[config.mk]
export PLATFORM = sky130hd
export DESIGN_NAME = pipe_stage_skid
export DESIGN_NICKNAME = d
export VERILOG_FILES = /design/src/rtl/pipe_pkg.sv /design/src/rtl/pipe_entry_reg.sv /design/src/rtl/pipe_stage_skid.sv
export SDC_FILE = /design/constraint.sdc
export NUM_CORES = 1
export LEC_CHECK = 0
export BUFFER_PORTS_ARGS = -buffer_cell sky130_fd_sc_hd__buf_4
export CAP_MARGIN = 20
export CORE_MARGIN = 5
export CORE_UTILIZATION = 49
export DETAILED_ROUTE_END_ITERATION = 7
export HOLD_SLACK_MARGIN = 0.08
export PLACE_DENSITY = 0.77
export SKIP_CTS_REPAIR_TIMING = 1
export SYNTH_ARGS = -nofsm -noshare
export SYNTH_HDL_FRONTEND = slang
export SYNTH_SLANG_ARGS = --single-unit
[constraint.sdc]
create_clock -name clk -period 12.5 [get_ports clk]
set_clock_uncertainty 0.1 [all_clocks]
set_input_delay 2.5 -clock clk [delete_from_list [all_inputs] [get_ports clk]]
set_output_delay 2.5 -clock clk [all_outputs]
set_load 0.01 [all_outputs]
[src/rtl/pipe_pkg.sv]
// Shared definitions for the handshaked pipeline-stage registers of the five-stage core.
package pipe_pkg;

  typedef enum logic [1:0] {
    ST_EMPTY = 2'd0,
    ST_ONE   = 2'd1,
    ST_TWO   = 2'd2
  } state_e;

  localparam int ID_EX_DATA_W = 160;
  localparam int ID_EX_CTRL_W = 16;

  // Number of entries held in each state; the encoding equals the entry count.
  function automatic logic [1:0] occ_of(state_e st);
    return logic'(st == ST_TWO) ? 2'd2 : (st == ST_ONE) ? 2'd1 : 2'd0;
  endfunction

endpackage

[src/rtl/pipe_entry_reg.sv]
// One payload slot of a pipeline stage: datapath and control fields with load and control clear.
module pipe_entry_reg #(
  parameter int DATA_W = 160,
  parameter int CTRL_W = 16
) (
  input  logic              clk,
  input  logic              reset,
  input  logic              load_i,
  input  logic              clr_ctrl_i,
  input  logic [DATA_W-1:0] data_i,
  input  logic [CTRL_W-1:0] ctrl_i,
  output logic [DATA_W-1:0] data_o,
  output logic [CTRL_W-1:0] ctrl_o
);

  logic [DATA_W-1:0] data_q;
  logic [CTRL_W-1:0] ctrl_q;

  // Clearing touches only control, so the datapath keeps its last value across a bubble.
  always_ff @(posedge clk or posedge reset) begin
    if (reset) begin
      data_q <= '0;
      ctrl_q <= '0;
    end else if (load_i) begin
      data_q <= data_i;
      ctrl_q <= ctrl_i;
    end else if (clr_ctrl_i) begin
      ctrl_q <= '0;
    end
  end

  assign data_o = data_q;
  assign ctrl_o = ctrl_q;

endmodule

[src/rtl/pipe_stage_skid.sv]
// Valid/ready pipeline-stage register with optional 2-entry skid buffer, flush and bubble clearing.
//   state    | meaning
//   ST_EMPTY | nothing held, out_valid=0, main control cleared
//   ST_ONE   | main entry valid and driving the outputs
//   ST_TWO   | main and skid valid, upstream stalled
module pipe_stage_skid
  import pipe_pkg::*;
#(
  parameter int DATA_W  = ID_EX_DATA_W,
  parameter int CTRL_W  = ID_EX_CTRL_W,
  parameter int SKID_EN = 1,
  parameter int CNT_W   = 16
) (
  input  logic              clk,
  input  logic              reset,
  input  logic              in_valid,
  output logic              in_ready,
  input  logic [DATA_W-1:0] in_data,
  input  logic [CTRL_W-1:0] in_ctrl,
  input  logic              flush,
  output logic              out_valid,
  input  logic              out_ready,
  output logic [DATA_W-1:0] out_data,
  output logic [CTRL_W-1:0] out_ctrl,
  output logic [1:0]        occupancy,
  output logic [CNT_W-1:0]  stall_cnt
);

  state_e state_q, state_d;
  logic [CNT_W-1:0] stall_q, stall_d;

  logic in_fire, out_fire;
  logic main_load, main_clr, main_from_skid;
  logic skid_load, skid_clr;
  logic [DATA_W-1:0] skid_data, main_in_data;
  logic [CTRL_W-1:0] skid_ctrl, main_in_ctrl;

  assign out_valid = (state_q != ST_EMPTY);
  assign in_fire   = in_valid & in_ready;
  assign out_fire  = out_valid & out_ready;
  assign occupancy = occ_of(state_q);

  generate
    if (SKID_EN != 0) begin : g_ready_reg
      // Depends on state only, which breaks the out_ready -> in_ready timing path.
      assign in_ready = (state_q != ST_TWO);
    end else begin : g_ready_comb
      assign in_ready = (state_q == ST_EMPTY) | out_ready;
    end
  endgenerate

  always_ff @(posedge clk or posedge reset) begin
    if (reset) begin
      state_q <= ST_EMPTY;
      stall_q <= '0;
    end else begin
      state_q <= state_d;
      stall_q <= stall_d;
    end
  end

  always_comb begin
    state_d        = state_q;
    main_load      = 1'b0;
    main_clr       = 1'b0;
    main_from_skid = 1'b0;
    skid_load      = 1'b0;
    skid_clr       = 1'b0;
    unique case (state_q)
      ST_EMPTY: begin
        if (in_fire) begin
          main_load = 1'b1;
          state_d   = ST_ONE;
        end
      end
      ST_ONE: begin
        if (in_fire && out_fire) begin
          main_load = 1'b1;
        end else if (in_fire && (SKID_EN != 0)) begin
          skid_load = 1'b1;
          state_d   = ST_TWO;
        end else if (out_fire) begin
          main_clr = 1'b1;
          state_d  = ST_EMPTY;
        end
      end
      ST_TWO: begin
        if (out_fire) begin
          main_load      = 1'b1;
          main_from_skid = 1'b1;
          state_d        = ST_ONE;
        end
      end
      default: begin
        main_clr = 1'b1;
        state_d  = ST_EMPTY;
      end
    endcase
    // Flush overrides everything, including an accept in the same cycle.
    if (flush) begin
      state_d        = ST_EMPTY;
      main_load      = 1'b0;
      main_from_skid = 1'b0;
      skid_load      = 1'b0;
      main_clr       = 1'b1;
      skid_clr       = 1'b1;
    end
  end

  always_comb begin
    stall_d = stall_q;
    if (out_valid && !out_ready && (stall_q != {CNT_W{1'b1}})) begin
      stall_d = stall_q + {{(CNT_W-1){1'b0}}, 1'b1};
    end
  end

  assign stall_cnt    = stall_q;
  assign main_in_data = main_from_skid ? skid_data : in_data;
  assign main_in_ctrl = main_from_skid ? skid_ctrl : in_ctrl;

  pipe_entry_reg #(
    .DATA_W (DATA_W),
    .CTRL_W (CTRL_W)
  ) u_main (
    .clk        (clk),
    .reset      (reset),
    .load_i     (main_load),
    .clr_ctrl_i (main_clr),
    .data_i     (main_in_data),
    .ctrl_i     (main_in_ctrl),
    .data_o     (out_data),
    .ctrl_o     (out_ctrl)
  );

  generate
    if (SKID_EN != 0) begin : g_skid
      pipe_entry_reg #(
        .DATA_W (DATA_W),
        .CTRL_W (CTRL_W)
      ) u_skid (
        .clk        (clk),
        .reset      (reset),
        .load_i     (skid_load),
        .clr_ctrl_i (skid_clr),
        .data_i     (in_data),
        .ctrl_i     (in_ctrl),
        .data_o     (skid_data),
        .ctrl_o     (skid_ctrl)
      );
    end else begin : g_no_skid
      assign skid_data = '0;
      assign skid_ctrl = '0;
    end
  endgenerate

endmodule

# --- Yosys cells after proc, flatten, opt, wreduce, memory -nomap -nowiden ---
# Index checks and enable logic that the tools add are counted.
op_classes:
  addsub: 1
  eq_ne: 8
  bitwise_logic: 2
  reduce_logical: 10
  div: 0
  order_cmp: 0
  shift: 0
  n_mul: 0
  muxes: 30
op_table:
  columns: ["cell", "n"]
  rows:
  - ["160-bit two-way mux", 1]
  - ["16-bit two-way mux", 5]
  - ["16-bit by 1-bit adder with 16-bit output, second input constant", 1]
  - ["16-bit != test, second input constant", 1]
  - ["1-bit two-way mux", 14]
  - ["2-bit two-way mux", 7]
  - ["3-bit != test, second input constant", 3]
  - ["2-bit case mux with 3 select lines", 1]
  - ["2-bit nonzero test", 3]
  - ["4-bit != test, second input constant", 1]
  - ["4-bit AND reduction", 1]
  - ["1-bit logical AND", 3]
  - ["1-bit case mux with 3 select lines", 1]
  - ["1-bit AND", 2]
  - ["2-bit by 1-bit equality test with 1-bit output, second input constant", 1]
  - ["2-bit equality test, second input constant", 1]
  - ["2-bit logical NOT", 1]
  - ["2-bit != test, second input constant", 1]
  - ["1-bit case mux with 2 select lines", 1]
  - ["2-bit OR reduction", 1]
  - ["1-bit logical NOT", 1]
word_totals:
  input_bits: 181
  romBits: 0
  latchBits: 0
  out_inout_bits: 196
  memories: 0
  regBits: 370
  ram_bits: 0

# --- Longest topological paths before layout ---
# Gate-level depths: netlist of run 1.
depth:
  depth_word: 9
  ltp_mapped: 8
  depth_no_buf: 5

# --- Hierarchy ---
# From an unflattened synthesis of run 1, not the netlist that was laid out.
hier_totals:
  cells_unflattened: 1041
  hier_area_um2: 17172.7
by_module_without_submodules:
  columns: ["mod", "seq_area_each_um2", "area_per_inst_um2", "n_inst", "cells_each"]
  rows:
  - ["pipe_entry_reg", 4404.2, 7031.7, 2, 375]
  - ["pipe_stage_skid", 450.4, 3109.2, 1, 291]

# --- Worst setup path before layout of run 1 ---
# No wires, ideal clock.
synth_path:
  kind: "input-to-reg"
  from: "input flush"
  to: "register u_main.data_q[0] (netlist: u_main.data_o[0])"
  path_stages: 6
  setup_time_ns: 0.125
  t_required_ns: 12.275
  arrival_time_ns: 3.917
  n_path_buf: 3
  slack_ns: 8.359
  path_cell_list: "clkbuf_1 -> nor3_4 -> buf_2 -> buf_2 -> mux2_2 -> mux2_2"
synth_via:
  elab_chain_cells: 2
  elab_cells_between_ends: 3
  classes_between: "mux (3)"
synth_lines:
  columns: ["element", "line", "rtl"]
  rows:
  - ["start: declaration", "pipe_stage_skid.sv:20", "input logic flush,"]
  - ["1-bit two-way mux", "pipe_stage_skid.sv:100", "if (flush) begin"]
  - ["160-bit two-way mux", "pipe_stage_skid.sv:118", "assign main_in_data = main_from_skid ? skid_data : in_data;"]
  - ["end signal: assignment", "pipe_entry_reg.sv:25", "data_q <= data_i;"]
  - ["end: declaration", "pipe_entry_reg.sv:16", "logic [DATA_W-1:0] data_q;"]
# Several ways; a longest one is shown, not always the timed one.
# A chain may end at the register's enable or synchronous reset.

# --- Worst setup path after layout of run 1 ---
layout_path:
  from: "input in_valid"
  to: "register u_main.data_q[31] (netlist: u_main.data_o[31])"
layout_via:
  elab_chain_cells: 5
  elab_cells_between_ends: 6
  classes_between: "mux (4); bitwise (1); reduce/logical (1)"
layout_lines:
  columns: ["element", "line", "rtl"]
  rows:
  - ["start: declaration", "pipe_stage_skid.sv:16", "input logic in_valid,"]
  - ["1-bit AND *", "pipe_stage_skid.sv:39", "assign in_fire = in_valid & in_ready;"]
  - ["1-bit logical AND", "pipe_stage_skid.sv:77", "if (in_fire && out_fire) begin"]
  - ["1-bit two-way mux", "pipe_stage_skid.sv:77", null]
  - ["1-bit case mux with 3 select lines *", "pipe_stage_skid.sv:69", "unique case (state_q)"]
  - ["1-bit two-way mux *", "pipe_stage_skid.sv:100", null]
# Every way passes the cells marked *; elsewhere a longest branch is shown, timed or not.

==> results of run 1 <==
through the flow:
stage	cell area (um2)	worst slack, ns
after floorplan	16000	4.93
after global placement	19100	7.06
after detailed placement	19100	7.08
after CTS	20500	7.63
after global routing	20600	7.43
final	20600	7.56
logic make-up (layout without fill, tap and decap cells):
family | Yosys count | count (layout) | synth area share (%)
mux | 498 | 498 | 35.0
flops | 370 | 370 | 57.9
buf+inv | 66 | 466 | 2.14
compound gates | 51 | 51 | 2.50
simple gates | 49 | 49 | 1.77
xor+xnor | 11 | 11 | 0.603
fa+ha+maj | 1 | 1 | 0.0783
other cells | 0 | 3 | 0
routing by layer:
metal	global-route usage, %	up-vias	wire length (um)
met3	5.53	74	2440
met1	24.7	5102	14700
li1	-	4558	-
met5	0	-	0
met4	7.38	0	1380
met2	34.0	271	18600
cells in the final DEF (no fill, tap or decap), types with 3 or more instances in the layout:
| cell type | count |
|---|---|
| xor2_1 | 5 |
| mux2_2 | 482 |
| a22o_1 | 16 |
| nand2_1 | 10 |
| a21oi_1 | 7 |
| o2bb2ai_1 | 16 |
| buf_4 | 386 |
| xnor2_1 | 6 |
| clkinv_2 | 4 |
| clkbuf_1 | 11 |
| clkbuf_8 | 9 |
| inv_1 | 3 |
| nor2_1 | 6 |
| nor2b_1 | 3 |
| nand3_1 | 7 |
| mux2i_1 | 16 |
| diode_2 | 3 |
| clkbuf_16 | 43 |
| dfrtp_1 | 370 |
| nand4_1 | 4 |
worst reg2reg max path: cells and delay by family, from the launching register on:
kind                   cells  cell delay [ns]
buffers and inverters      1             0.84
muxes                      1             0.57
AOI/OAI and AO/OA          2             0.91
DFF                        1             0.44
and+or+nand+nor            1             0.35
sequential cells by signal (all words and copies together) (netlist names):
name and cells:
stall_cnt 16, u_main.ctrl_o 16, state_q 2, g_skid.u_skid.ctrl_o 16
g_skid.u_skid.data_o 160, u_main.data_o 160
layout make-up:
type | instances | area (um2) | share of cell area (%)
diodes | 3 | 7.51 | 0.0365
clock buffers | 63 | 1240 | 6.04
clock inverters | 9 | 106 | 0.517
inverters | 5 | 22.5 | 0.110
multi-input cells | 610 | 6400 | 31.1
flip-flops and latches | 370 | 9260 | 45.0
well taps | 442 | 553 | 2.69
repair buffers | 389 | 2970 | 14.5
where the power goes:
group / internal, mW / switching, mW / total, mW
Clock: 0.724 / 0.464 / 1.19
Sequential: 1.47 / 0.149 / 1.61
Combinational: 0.417 / 0.273 / 0.690
Total: 2.61 / 0.886 / 3.49
worst max path at each step:
| stage | to | slack, ns | depth (start not counted) |
|---|---|---|---|
| CTS | g_skid.u_skid.data_o[118] | 7.63 | 5 |
| finish | u_main.data_o[31] | 7.56 | 6 |
| detailed placement | g_skid.u_skid.data_o[2] | 7.08 | 5 |
| floorplan | g_skid.u_skid.ctrl_o[0] | 4.93 | 1 |
| global route | u_main.data_o[35] | 7.43 | 6 |
| global placement | g_skid.u_skid.data_o[110] | 7.06 | 5 |
==> impl_metrics.ini, run 1 <==
[timing]
tightest_slew_ns = 1.10
setup_tns_ns = 0
relSlewSlack_pct = 26.4
hold_slack_ns = 0.390
setup_viol = 0
maxSlewViolCount = 0
max_clock_freq_mhz = 202
rsz0062_at_grt = false
period_share_pct = 39.5
hold_viol_final = 0
fin_crit_ns = 4.94

[global_route]
grt_first_pass_wirelength_mm = 58.9
track_usage_pct = 20.1
grt_pass1_vias = 10800
grt_max_degree = 177
antenna_found_initial = 3
grt-ovfl-total = 0

[critical_path]
crit_chain = buf_4 -> nor2b_1 -> o21ai_1 -> a21oi_4 -> buf_4 -> mux2_2
cpPeakStageDelay_ns = 0.83
cp_common_cell = buf_4
start_kind = primary input
cp_slowest_cell = buf_4
worstReg2RegEnd = u_main.data_o[31]
cp-startpoint = in_valid
critPathKind = primary input to flop
end_kind = flop
arrival_ns = 5.24
cp_top_family = buffers and inverters
required_ns = 12.80
worst-path-buf-inv = 2
crit_fanout = 70
reg2reg_from = state_q[1]
r2r_setup_slack_ns = 9.19
worst-r2r-cell-count = 5

[clocking]
htree_levels = 2
clk_pin_slew_ns = 0.06
cts_tree = yes
clockBufferDepth = 3
cts.sinks = 370
clk_latency_ns = 0.52
numCtsBuffers = 41
root_buffer = clkbuf_16

[die]
io_pins = 377
dieArea_mm2 = 0.0363
core_mm2 = 0.0324
initial_core_util_pct = 49.4
core.rowCount = 66
die_y_um = 191
fp.dieW_um = 191

[logic_synthesis]
synth_most_common_cell = mux2_2
syn_avg_cell_area_um2 = 15.3
synth_edf_count = 0
netlist_instances = 1046
yosys-top-cells-count = 482 x mux2_2, 370 x dfrtp_1, 51 x buf_2
seq_area_frac_synth_pct = 57.9
synth.area.top_cells = dfrtp_1 58%, mux2_2 34%, buf_2 1.6%
synth_seq_cells = 370
syn_nets = 1228
ys_types = 44
syn_area_mm2 = 0.0160
async_flop_share_pct = 100
synthFlopType = dfrtp_1
netlist.area_leader.share_pct = 57.9
synth_area_leader_cell = dfrtp_1
ys_warn_count = 0

[place]
post-dp-hpwl_mm = 24.9
gp_congestion = 0.841
dpl.cell_count = 1814
portBuffers = 376

[cells_and_area]
final_cells = 1891
drive_gt1_share_pct = 65.1
fillers = 2491
fin_nets = 1599
post-route-util_pct = 63.5
area_growth_pct = 28.7

[detailed_routing]
drt_first_pass_iters = 4
drt_iter0_markers = 379
wl_per_cell_um = 19.6
drt_wl_total_mm = 37.1
via_per_inst = 5.29
detail-route-antenna-nets = 0
via_count = 10000
drc = 0

[flow_run]
cap_violations = 0

[status]
run_status = completed

[hold_path]
hold_start = u_main.ctrl_o[1]
hp-class = flop to flop
holdPathEnd = u_main.ctrl_o[1]
hold_depth = 1

[power]
power.total_mw = 3.49
power.density_mw_per_mm2 = 170
ir_worst_vdd_uv = 115
leakagePower_nw = 9.19
Power figures use the tool's default switching activity.
==> run 2, diff against run 1 <==
--- a/config.mk
+++ b/config.mk
@@ -8,10 +8,10 @@
 export BUFFER_PORTS_ARGS = -buffer_cell sky130_fd_sc_hd__buf_4
 export CAP_MARGIN = 20
 export CORE_MARGIN = 5
-export CORE_UTILIZATION = 49
+export CORE_UTILIZATION = 50
 export DETAILED_ROUTE_END_ITERATION = 7
 export HOLD_SLACK_MARGIN = 0.08
-export PLACE_DENSITY = 0.77
+export PLACE_DENSITY = 0.75
 export SKIP_CTS_REPAIR_TIMING = 1
 export SYNTH_ARGS = -nofsm -noshare
 export SYNTH_HDL_FRONTEND = slang
==> constraint.sdc (replaced) <==
create_clock -name clk -period 4.7 [get_ports clk]
set_clock_uncertainty 0.1 [all_clocks]
set_input_delay 0.94 -clock clk [delete_from_list [all_inputs] [get_ports clk]]
set_output_delay 0.94 -clock clk [all_outputs]
set_load 0.01 [all_outputs]
==> run 2 against run 1 <==
Against the previous run: global-route usage grew 0.82 points; sequential cell count unchanged; sequential share of layout area is 0.071 points lower; cell area increased by 0.16%; non-clock buffer count is 12 higher; critical endpoint is now g_skid.u_skid.data_o[158]; highest routed layer unchanged.
==> impl_metrics.ini, run 2 (synthesized netlist as in run 1, its figures left out) <==
[status]
run_status = completed

[timing]
setup_slack_ns = 1.97
period_share_pct = 58.1
maxSlewViolCount = 0
hold_viol_final = 0
tightest_slew_ns = 1.02
relSlewSlack_pct = 31.6
fin_crit_ns = 2.73
rsz0062_at_grt = false
setup_viol = 0
max_clock_freq_mhz = 366

[place]
post-dp-hpwl_mm = 25.9
portBuffers = 376
placed_cell_area_mm2 = 0.0193
gp_congestion = 0.799
dpl_worst_slack_ns = 1.47

[clocking]
root_buffer = clkbuf_16
cts_tree = yes
numCtsBuffers = 40
htree_levels = 2
clockBufferDepth = 3
clk_pin_slew_ns = 0.06
cts.sinks = 370
clk_latency_ns = 0.51

[power]
power.total_mw = 9.24
ir_worst_vdd_uv = 334
leakagePower_nw = 9.23
power.density_mw_per_mm2 = 449

[cells_and_area]
multi_input_area_mm2 = 0.00640
fin_area_mm2 = 0.0206
fillers = 2403
final_common_cell = mux2_2
drive_gt1_share_pct = 65.4
final_cell_mix = 482 x mux2_2, 392 x buf_4, 370 x dfrtp_1, 41 x clkbuf_16
fin_nets = 1610
area.sequential_mm2 = 0.00926
area_growth_pct = 28.9

[hold_path]
hold_depth = 1
holdPathEnd = u_main.ctrl_o[0]
hold_start = u_main.ctrl_o[0]
hp-class = flop to flop

[critical_path]
arrival_ns = 3.02
required_ns = 4.99
start_kind = primary input
crit_chain = buf_4 -> nor2b_1 -> and4b_4 -> buf_12 -> mux2_2
worst-r2r-cell-count = 4
worst-path-buf-inv = 2
reg2reg_from = state_q[1]
r2r_setup_slack_ns = 2.04
critPathKind = primary input to flop
cp_top_family = simple AND/OR/NAND/NOR gates
cpPeakStageDelay_ns = 0.84
end_kind = flop
cp_slowest_cell = and4b_4
crit_fanout = 51
worstReg2RegEnd = g_skid.u_skid.data_o[158]

[detailed_routing]
via_per_inst = 5.33
drt_iter0_markers = 451
via_count = 9896
drt_wl_total_mm = 37.8
drt_first_pass_iters = 4
drc = 0
wl_per_cell_um = 20.3
detail-route-antenna-nets = 0

[global_route]
grt_first_pass_wirelength_mm = 60.3
antenna_found_initial = 4
grt_max_degree = 108
grt_pass1_vias = 10900
track_usage_pct = 20.9
grt-ovfl-total = 0

[die]
io_pins = 377
core_mm2 = 0.0316
initial_core_util_pct = 50.6
dieArea_mm2 = 0.0356
die_y_um = 189
core.rowCount = 65
fp.dieW_um = 189

[flow_run]
cap_violations = 0
==> run 2: how the worst max path moves through the flow <==
| stage | start | endpoint | slack, ns | cells after the start |
|---|---|---|---|---|
| 6_report | in_valid | g_skid.u_skid.data_o[158] | 1.97 | 5 |
| 5_1_grt | in_valid | g_skid.u_skid.data_o[157] | 1.89 | 5 |
| 4_1_cts | in_valid | g_skid.u_skid.data_o[98] | 2.00 | 5 |
| 3_5_place_dp | in_valid | g_skid.u_skid.data_o[155] | 1.47 | 5 |
| 3_3_place_gp | in_valid | g_skid.u_skid.data_o[156] | 1.51 | 5 |
| 2_1_floorplan | reset | g_skid.u_skid.ctrl_o[0] | -1.31 | 1 |
==> run 2: power breakdown <==
group	internal, mW	switching, mW
Sequential	3.90	0.388
Clock	1.87	1.22
Combinational	1.12	0.746
==> run 2: worst reg2reg max path, stage by stage (launching register included) <==
cell and delay [ns]:
dfrtp_1 0.46, nor2b_1 0.34, and4b_4 0.85, buf_12 0.41, mux2_2 0.41
==> run 2: area by class of cell <==
type / instances / share of cell area, %
diodes: 4 / 0.0486
clock inverters: 12 / 0.790
inverters: 5 / 0.109
clock buffers: 54 / 5.41
repair buffers: 401 / 15.2
well taps: 402 / 2.44
multi-input cells: 610 / 31.1
flip-flops and latches: 370 / 45.0
==> run 2: layer usage <==
layer / up-vias / part of all wire, % / track usage, %
met5: - / 0 / 0
met4: 0 / 3.1 / 6.92
met3: 64 / 6.8 / 6.21
met2: 245 / 50 / 35.0
met1: 5006 / 40 / 26.2
li1: 4581 / - / -
==> run 2: stage by stage <==
| step | TNS [ns] | instances | hold slack [ns] | utilization (%) |
|---|---|---|---|---|
| global placement | 0 | 1788 | 0.373 | 61.2 |
| detailed placement | 0 | 1788 | 0.375 | 61.2 |
| floorplan | -483.28 | 1046 | 0.366 | - |
| finish | 0 | 1858 | 0.389 | 65.3 |
| global route | 0 | 1858 | 0.406 | 65.3 |
| CTS | 0 | 1854 | 0.394 | 65.2 |
